==> src/rtl/parity_frame_rx.sv <==
// Serial frame receiver: start(0), DATA_W data bits LSB first, parity, stop(1).
// Define PARITY_ERR_CNT_EN to add the saturating err_cnt error-frame counter.
module parity_frame_rx #(
  parameter int DATA_W     = 8,
  parameter int ODD_PARITY = 0
) (
  input  logic              clk,
  input  logic              rst_n,
  input  logic              x,
  output logic [DATA_W-1:0] data,
  output logic              done,
  output logic              parity_err,
  output logic              frame_err
`ifdef PARITY_ERR_CNT_EN
  ,
  output logic [7:0]        err_cnt
`endif
);

  localparam int CNT_W = $clog2(DATA_W + 1);
  localparam logic [CNT_W-1:0] LAST = CNT_W'(DATA_W - 1);
  localparam logic ODD = (ODD_PARITY != 0);

  typedef enum logic [1:0] {S_IDLE, S_DATA, S_PARITY, S_STOP} state_e;

  state_e            state_q, state_d;
  logic [CNT_W-1:0]  cnt_q, cnt_d;
  logic [DATA_W-1:0] shreg_q, shreg_d;
  logic              par_q, par_d;
  logic [DATA_W-1:0] data_q, data_d;
  logic              done_q, done_d;
  logic              perr_q, perr_d;
  logic              ferr_q, ferr_d;

  always_ff @(posedge clk or negedge rst_n) begin
    if (!rst_n) state_q <= S_IDLE;
    else        state_q <= state_d;
  end

  always_comb begin
    state_d = state_q;
    case (state_q)
      S_IDLE:   if (!x) state_d = S_DATA;
      S_DATA:   if (cnt_q == LAST) state_d = S_PARITY;
      S_PARITY: state_d = S_STOP;
      S_STOP:   state_d = S_IDLE;
      default:  state_d = S_IDLE;
    endcase
  end

  always_comb begin
    cnt_d   = cnt_q;
    shreg_d = shreg_q;
    par_d   = par_q;
    data_d  = data_q;
    done_d  = 1'b0;
    perr_d  = perr_q;
    ferr_d  = ferr_q;
    case (state_q)
      S_IDLE: if (!x) begin
        cnt_d   = '0;
        shreg_d = '0;
        par_d   = 1'b0;
      end
      S_DATA: begin
        for (int i = 0; i < DATA_W; i++)
          if (cnt_q == CNT_W'(i)) shreg_d[i] = x;
        par_d = par_q ^ x;
        cnt_d = cnt_q + CNT_W'(1);
      end
      S_PARITY: par_d = par_q ^ x;
      S_STOP: begin
        // par_q holds XOR of data and parity bits; odd parity expects it to be 1
        data_d = shreg_q;
        perr_d = par_q ^ ODD;
        ferr_d = ~x;
        done_d = 1'b1;
      end
      default: ;
    endcase
  end

  always_ff @(posedge clk or negedge rst_n) begin
    if (!rst_n) begin
      cnt_q   <= '0;
      shreg_q <= '0;
      par_q   <= 1'b0;
      data_q  <= '0;
      done_q  <= 1'b0;
      perr_q  <= 1'b0;
      ferr_q  <= 1'b0;
    end else begin
      cnt_q   <= cnt_d;
      shreg_q <= shreg_d;
      par_q   <= par_d;
      data_q  <= data_d;
      done_q  <= done_d;
      perr_q  <= perr_d;
      ferr_q  <= ferr_d;
    end
  end

  assign data       = data_q;
  assign done       = done_q;
  assign parity_err = perr_q;
  assign frame_err  = ferr_q;

`ifdef PARITY_ERR_CNT_EN
  logic [7:0] err_cnt_q, err_cnt_d;

  always_comb begin
    err_cnt_d = err_cnt_q;
    if (done_d && (perr_d || ferr_d) && (err_cnt_q != 8'hFF))
      err_cnt_d = err_cnt_q + 8'd1;
  end

  always_ff @(posedge clk or negedge rst_n) begin
    if (!rst_n) err_cnt_q <= 8'd0;
    else        err_cnt_q <= err_cnt_d;
  end

  assign err_cnt = err_cnt_q;
`endif

endmodule
==> config.mk <==
export PLATFORM = sky130hd
export DESIGN_NAME = parity_frame_rx
export DESIGN_NICKNAME = d
export VERILOG_FILES = /design/src/rtl/parity_frame_rx.sv
export SDC_FILE = /design/constraint.sdc
export NUM_CORES = 1
export LEC_CHECK = 0
export ABC_AREA = 1
export ABC_CLOCK_PERIOD_IN_PS = 1700
export CAP_MARGIN = 20
export CORE_UTILIZATION = 55
export DETAILED_ROUTE_END_ITERATION = 8
export HOLD_SLACK_MARGIN = 0.15
export PLACE_DENSITY = 0.78
export SLEW_MARGIN = 20
export SYNTH_ARGS = -nofsm -noshare
export SYNTH_HDL_FRONTEND = slang
export SYNTH_SLANG_ARGS = --single-unit
==> constraint.sdc <==
create_clock -name clk -period 1.7 [get_ports clk]
set_input_delay 0.425 -clock clk [delete_from_list [all_inputs] [get_ports clk]]
set_output_delay 0.425 -clock clk [all_outputs]
set_load 0.1 [all_outputs]
### After elaboration in Yosys (flattened, before gate mapping)

Cells that the tools add are included.

* bits in read-only memories: 0
* latch bits: 0
* bits in registers: 26
* word-level logic and storage cells: 71
* memories: 0
* output and inout port bits: 11
* input bits: 3
* memory bits (writable): 0

* bitwise logic cells: 2
* $lt $le $gt $ge: 0
* $mul: 0
* div/mod/pow operators: 0
* eq/ne operators: 19
* $add $sub $neg: 1
* reduce and logical (&&, ||, !) cells: 16
* muxes and demuxes: 18
* shift operators: 0

Operators by type and width (number)
* 3-bit AND reduction: 8
* 2-bit != test, second input constant: 9
* 4-bit by 3-bit equality test with 1-bit output, second input constant: 4
* 8-bit case mux with 2 select lines: 1
* 1-bit two-way mux: 10
* 4-bit by 2-bit equality test with 1-bit output, second input constant: 2
* 8-bit two-way mux: 1
* 2-bit case mux with 4 select lines: 1
* 4-bit case mux with 2 select lines: 1
* 2-bit AND reduction: 3
* 4-bit by 1-bit adder with 4-bit output, second input constant: 1
* 2-bit equality test, second input constant: 2
* 4-bit by 1-bit equality test with 1-bit output, second input constant: 1
* 4-bit logical NOT: 1
* 2-bit two-way mux: 2
* 4-bit two-way mux: 1
* 2-bit nonzero test: 2
* 2-bit by 1-bit equality test with 1-bit output, second input constant: 1
* 2-bit logical NOT: 1
* 1-bit case mux with 2 select lines: 1
* 2-bit OR reduction: 1
* 1-bit NOT: 1
* 1-bit bitwise XOR: 1

### Logic depth before layout (Yosys ltp)

Gate-level depths: netlist of run 1.

* word-level depth: 4
* mapped depth: 8
* mapped depth without buffers: 8

### Worst setup path after synthesis of run 1

Ideal clock, no wire load.

* kind: register to register
* from: reg state_q[0]
* to: reg shreg_q[4]
* path buffers: 1
* path slack: 0.339 ns
* stages on the path, launching flop included: 9
* library setup time: 0.117 ns
* arrival time: 1.245 ns
* required time: 1.583 ns
* clock period less this slack: 1.361 ns
* cell sequence: dfrtp_1 inv_1 ha_1 nand2_2 o21a_4 buf_8 nand2_2 nand2_1 nand2_1

* longest elaborated chain between the ends: 3
* elaborated cells on any way between the ends: 7
* classes of those cells: eq/ne: 3; mux: 1; reduce/logical: 3

Ends and longest elaborated chain
* from (decl): line 26 `state_e state_q, state_d;`
* from (signal assigned): line 37 `else state_q <= state_d;`
* 2-bit by 1-bit equality test with 1-bit output or 2-bit logical NOT (tied branches): line 59 `case (state_q)`
* 2-bit != test (no source line) or 2-bit nonzero test (tied branches)
* 3-bit AND reduction (no source line)
* to (signal assigned): line 94 `shreg_q <= shreg_d;`
* to (decl): line 28 `logic [DATA_W-1:0] shreg_q, shreg_d;`

Several ways; a longest one is shown, not always the timed one.
A chain may end at the register's enable or synchronous reset.

### Worst setup path after layout of run 1

* from: reg state_q[1]
* to: reg shreg_q[1]

The elaborated chain is that of the path after synthesis.

==> results of run 1 <==
-- worst min-delay path by stage --
stage               start          to  slack, ps  cells after the start
3_3_place_gp   shreg_q[0]  shreg_q[0]        460                      2
3_5_place_dp   shreg_q[5]  shreg_q[5]        460                      2
6_report            rst_n     data[0]        460                      2
2_1_floorplan       rst_n    cnt_q[0]        130                      0
5_1_grt             rst_n     data[0]        480                      2
4_1_cts             rst_n     data[0]        470                      2
-- worst register-to-register path, delay by kind of cell (launching register included) --
kind | cells | cell delay [ps]
DFF | 1 | 440
adders and majority gates | 1 | 380
and+or+nand+nor | 3 | 210
buffers and inverters | 1 | 140
AOI/OAI and AO/OA | 1 | 270
-- final cells by class --
cell class	instances	area (um2)
clock buffer	4	36.3
multi-input combinational	119	602
fill	166	627
timing repair buffer	16	263
sequential	26	651
tap	28	35.0
inverter	11	41.3
-- cell families after synthesis --
| family | count (synthesis) | synth area share [%] |
|---|---|---|
| flops | 26 | 49.0 |
| simple gates | 100 | 31.5 |
| fa+ha+maj | 10 | 9.42 |
| buf+inv | 16 | 5.74 |
| compound gates | 8 | 3.77 |
| xor+xnor | 1 | 0.659 |
-- stage by stage --
step	util (%)	std cells	setup slack, ps	hold WS (ps)
finish	72.2	204	158	459
global route	72.2	204	57.0	484
CTS	72.2	204	172	469
detailed placement	70.6	200	89.9	459
global placement	70.6	200	169	456
floorplan	-	161	339	129
-- Yosys cell counts --
library cell,number
sky130_fd_sc_hd__a21oi_1,3
sky130_fd_sc_hd__buf_8,1
sky130_fd_sc_hd__dfrtp_1,26
sky130_fd_sc_hd__nand2_1,73
sky130_fd_sc_hd__nand2_2,4
sky130_fd_sc_hd__nor2_1,1
sky130_fd_sc_hd__or2_2,1
sky130_fd_sc_hd__o21a_4,1
sky130_fd_sc_hd__buf_2,4
sky130_fd_sc_hd__o21ai_0,4
sky130_fd_sc_hd__xor2_1,1
sky130_fd_sc_hd__inv_1,11
sky130_fd_sc_hd__nand4_1,3
sky130_fd_sc_hd__ha_1,10
sky130_fd_sc_hd__nand3_1,18
-- registers in the layout, summed over array words and instances (netlist names) --
register and flops:
cnt_q 4, shreg_q 8, parity_err 1, data 8, state_q 2, done 1
frame_err 1, par_q 1
-- per-layer routing --
metal / vias to the layer above / part of all wire [%] / track usage [%]
li1: 535 / - / -
met2: 14 / 53 / 42.5
met1: 494 / 43 / 28.5
met4: 0 / 1.6 / 9.26
met3: 5 / 2.3 / 2.98
met5: - / 0 / 0
==> results.md, run 1 <==
* Outcome: completed
* Number of core rows at 17
* Net Count, Synth at 174
* Critical path depth at 6
* Class of the tightest hold or removal check: in -> async
* First-pass iteration count of the detailed router at 4
* Setup clock skew after layout at 7.55 ps
* Final Setup Violations at 0
* DRC violation count after routing at 0
* DR iter-0 viols at 25
* Global-route wire length before repair at 4.56 mm
* Die height at 51.2 um
* Seq/Total Area, Yosys at 49.0%
* Reg-to-reg slack, setup at 160 ps
* Tightest slew margin relative to the limit at 77.6%
* Global-route congestion overflow total at 0
* ANT cells at 0
* Inserted Clock Buffers at 3
* Layout Cell Area excl Fill at 0.00163 mm2
* R2R depth at 6
* Maximum number of buffers from clock root to sink at 2
* Count of hold-fix buffers inserted at cts at 0
* Family with the most delay on the worst path: flip-flops
* Reg clk slew, reported paths at 130 ps
* Die width at 51.2 um
* Cell-by-cell listing of the critical path: inv_1 > ha_1 > o21a_4 > nand2_1 > nand2_1 > nand2_1
* End of the worst register-to-register path: shreg_q[1]
* Number of setup buffers added after CTS at 0
* Worst Max-Slew Pin Slew at 336 ps
* Number of antenna violations at the first check in global routing at 0
* Initial standard-cell utilization of the core at 58.9%
* Detailed-route vias per instance at 5.14
* Number of I/O port buffers at 13
* Data arrival time of the critical path at 1760 ps
* Origin of the critical flop-to-flop path: state_q[1]
* Share of final-layout standard cells stronger than drive strength 1 at 13.6%
* Mean Syn Cell Area at 8.25 um2
* Commonest cells after routing, fill and taps aside: sky130_fd_sc_hd__nand2_1 (73), sky130_fd_sc_hd__dfrtp_1 (26), sky130_fd_sc_hd__nand3_1 (18)
* Biggest area contributors in the synthesized netlist: sky130_fd_sc_hd__dfrtp_1 (49%), sky130_fd_sc_hd__nand2_1 (21%), sky130_fd_sc_hd__ha_1 (9.4%)
* Number of nets with antenna violations after routing at 0
* Post-synthesis instance area at 0.00133 mm2
* Final net count at 190
* Routed vias at 1048
* Biggest cell delay along the critical path at 440 ps
* Worst-path cell with the longest stage delay: sky130_fd_sc_hd__dfrtp_1
* Max-slew violations at 0
* Proportion of netlist area held by the largest area contributor at 49.0%
* Critical Path End: shreg_q[1]
* Number of warnings issued by yosys at 0
* Cell area after placement at 0.00159 mm2
* Total Negative Setup Slacks at 0 ps
* Cell accounting for the most synthesized area: sky130_fd_sc_hd__dfrtp_1
* Floorplan die area at 0.00262 mm2
* Final hold violation count at 0
* Largest net degree at the start of global routing at 27
* Most common cell type on the critical path: sky130_fd_sc_hd__nand2_1
* Critical-path maximum fanout at 15
* Clock tree from TritonCTS: yes
* Unique cell type count in the Yosys netlist at 15
* Final Cycle Share at 90.7%
* Area growth from synthesis to layout at 22.5%
* WP buf/inv at 1
* Buffer cell driving the clock tree root: sky130_fd_sc_hd__clkbuf_4
* GP Congestion at 0.716
* HPWL after detailed placement at 1.96 mm
* Leading cell type in the layout, fill and taps excluded: sky130_fd_sc_hd__nand2_1
* GRT Overall Usage at 23.7%
* Final wirelength at 2.56 mm
* Type of the worst setup path: reg -> reg
* RSZ-0062 raised after global routing: no
* Synthesized flop and latch total at 26
* Detail-routed net length per standard cell at 12.5 um
* TritonCTS sink count at 26
* Number of global-route vias before repair at 1040
* Nature of the critical path startpoint: flop
* Maxcap violations at 0
* WP data required at 1920 ps
* Gate Count Post-Synth at 161
* Placeable core region at 0.00225 mm2
* Highest Clock Rate at 648 MHz
* Clock insertion delay at the later pin of the skew report at 320 ps
* Post-CTS sizing at 0
* Startpoint of the worst setup timing path: state_q[1]
* Post-layout min period at 1540 ps
* Kind of capture point of the worst setup path: flop
* # H-tree levels at 1
* Total I/O pin count at 14
Power of run 1 is not shown: default switching activity piles up to over one toggle a cycle in this logic, so the estimate is an artifact.
==> inputs of run 2 (changes only) <==
--- a/config.mk
+++ b/config.mk
@@ -10,7 +10,6 @@
 export CAP_MARGIN = 20
 export CORE_UTILIZATION = 55
 export DETAILED_ROUTE_END_ITERATION = 8
-export HOLD_SLACK_MARGIN = 0.15
 export PLACE_DENSITY = 0.78
 export SLEW_MARGIN = 20
 export SYNTH_ARGS = -nofsm -noshare
==> results of run 2 <==
No change in the layout: final DEF, timing and power equal those of run 1.
Power of run 2 is left out for the same reason.
==> inputs of run 3 (changes only) <==
==> constraint.sdc (replaced) <==
create_clock -name clk -period 1.7 [get_ports clk]
set_input_delay 0.34 -clock clk [delete_from_list [all_inputs] [get_ports clk]]
set_output_delay 0.34 -clock clk [all_outputs]
set_load 0.1 [all_outputs]
==> results.md, run 3 (same netlist as run 1, synthesis figures left out) <==
* Cell-by-cell listing of the critical path: inv_1 > ha_1 > nand2_1 > inv_1 > nand3_1 > nand2_1
* Largest net degree at the start of global routing at 27 (unchanged)
* RSZ-0062 raised after global routing: no
* GRT Overall Usage at 23.1% (-0.58 points)
* Fill cell count at 161 (-3.0%)
* Number of core rows at 17 (unchanged)
* Family with the most delay on the worst path: flip-flops
* Area growth from synthesis to layout at 23.2%
* Placeable core region at 0.00225 mm2 (unchanged)
* Leading cell type in the layout, fill and taps excluded: sky130_fd_sc_hd__nand2_1
* Area taken by flip-flops and latches at 651 um2 (unchanged)
* HPWL after detailed placement at 1.88 mm (-4.0%)
* Maximum number of buffers from clock root to sink at 2 (unchanged)
* Setup clock skew after layout at 5.91 ps (-1.65 ps)
* Origin of the critical flop-to-flop path: state_q[1]
* Number of setup buffers added after CTS at 0 (unchanged)
* Number of nets with antenna violations after routing at 0 (unchanged)
* Commonest cells after routing, fill and taps aside: sky130_fd_sc_hd__nand2_1 (73), sky130_fd_sc_hd__dfrtp_1 (26), sky130_fd_sc_hd__nand3_1 (18)
* Share of final-layout standard cells stronger than drive strength 1 at 13.1% (-0.49 points)
* R2R depth at 6 (unchanged)
* Critical Path End: shreg_q[7]
* DRC violation count after routing at 0 (unchanged)
* # H-tree levels at 1 (unchanged)
* WP data required at 1960 ps (+40 ps)
* Floorplan die area at 0.00262 mm2 (unchanged)
* Final hold violation count at 0 (unchanged)
* Buffer cell driving the clock tree root: sky130_fd_sc_hd__clkbuf_4
* Clock insertion delay at the later pin of the skew report at 320 ps (about the same)
* Type of the worst setup path: reg -> reg
* Maxcap violations at 0 (unchanged)
* Final wirelength at 2.49 mm (-2.6%)
* Max-slew violations at 0 (unchanged)
* Worst-path cell with the longest stage delay: sky130_fd_sc_hd__dfrtp_1
* Critical path depth at 6 (unchanged)
* Number of antenna violations at the first check in global routing at 0 (unchanged)
* Startpoint of the worst setup timing path: state_q[1]
* Outcome: completed
* Detail-routed net length per standard cell at 12.3 um (-2.1%)
* GP Congestion at 0.765 (+6.8%)
* Data arrival time of the critical path at 1800 ps (+40 ps)
* Post-Place Setup Slack at 147 ps (+56.8 ps)
* TritonCTS sink count at 26 (unchanged)
* End of the worst register-to-register path: shreg_q[7]
* Number of I/O port buffers at 13 (unchanged)
* Total Negative Setup Slacks at 0 ps (unchanged)
* Clock tree from TritonCTS: yes
* Class of the tightest hold or removal check: in -> async
* Final Cycle Share at 90.6% (-0.12 points)
* Post-CTS sizing at 0 (unchanged)
* ANT cells at 0 (unchanged)
* Post-layout min period at 1540 ps (-2.05 ps)
* Inserted Clock Buffers at 3 (unchanged)
* Biggest cell delay along the critical path at 440 ps (about the same)
* Nature of the critical path startpoint: flop
* Initial standard-cell utilization of the core at 58.9% (unchanged)
* Kind of capture point of the worst setup path: flop
* Count of hold-fix buffers inserted at cts at 0 (unchanged)
* Die width at 51.2 um (unchanged)
* WP buf/inv at 2 (+1)
* Global-route wire length before repair at 4.42 mm (-3.0%)
* Final Setup Violations at 0 (unchanged)
* Number of global-route vias before repair at 1053 (+1.3%)
* Routed vias at 1044 (-0.38%)
* Post-layout worst setup margin at 160 ps (+2.05 ps)
* Die height at 51.2 um (unchanged)
* Critical-path maximum fanout at 10 (-5)
* Area occupied by multi-input gates at 602 um2 (unchanged)
* Final net count at 189 (-0.53%)
* First-pass iteration count of the detailed router at 4 (unchanged)
* Reg clk slew, reported paths at 140 ps (about the same)
* Reg-to-reg slack, setup at 160 ps (about the same)
* DR iter-0 viols at 29 (+16%)
* Worst Max-Slew Pin Slew at 353 ps (+16.8 ps)
* Total I/O pin count at 14 (unchanged)
* Highest Clock Rate at 649 MHz (+0.13%)
* Detailed-route vias per instance at 5.14 (+0.11%)
* Global-route congestion overflow total at 0 (unchanged)
* Tightest slew margin relative to the limit at 76.5% (-1.1 points)
[run 3: cell count changes in the layout (fill, tap and decap cells not counted)]
cell	delta
sky130_fd_sc_hd__buf_4	-1
sky130_fd_sc_hd__clkbuf_8	-1
sky130_fd_sc_hd__bufinv_16	+1
[run 3: worst reg2reg max path, stage by stage, from the launching register on]
cell and delay (ps):
sky130_fd_sc_hd__dfrtp_1 440, sky130_fd_sc_hd__inv_1 150, sky130_fd_sc_hd__ha_1 390, sky130_fd_sc_hd__nand2_1 80, sky130_fd_sc_hd__inv_1 200, sky130_fd_sc_hd__nand3_1 130
sky130_fd_sc_hd__nand2_1 90
[run 3: routing by layer]
layer | part of all wire, % | GRT usage, % | up-vias
li1 | - | - | 537
met1 | 44 | 27.0 | 484
met2 | 51 | 42.3 | 18
met3 | 2.9 | 3.87 | 5
met4 | 1.5 | 7.87 | 0
met5 | 0 | 0 | -
[run 3: worst min-delay path by stage]
stage | from | endpoint
floorplan | rst_n | cnt_q[0]
detailed placement | shreg_q[6] | shreg_q[6]
global route | rst_n | data[1]
CTS | rst_n | data[3]
global placement | shreg_q[0] | shreg_q[0]
finish | rst_n | data[7]
[run 3: final cells by class]
| class | count | share of cell area (%) |
|---|---|---|
| inverter | 11 | 2.52 |
| clock inverter | 1 | 1.83 |
| multi-input combinational | 119 | 36.8 |
| sequential | 26 | 39.8 |
| tap | 28 | 2.14 |
| timing repair buffer | 15 | 15.6 |
| clock buffer | 3 | 1.38 |
[run 3: stage by stage]
stage	hold slack, ps	instance area [um2]	util, %	std cells
after floorplan	44.4	1330	-	161
after global placement	457	1580	70.3	199
after CTS	382	1640	72.6	203
after detailed placement	459	1580	70.3	199
after global routing	394	1640	72.6	203
final	371	1640	72.6	203
Power of run 3 is left out for the same reason.
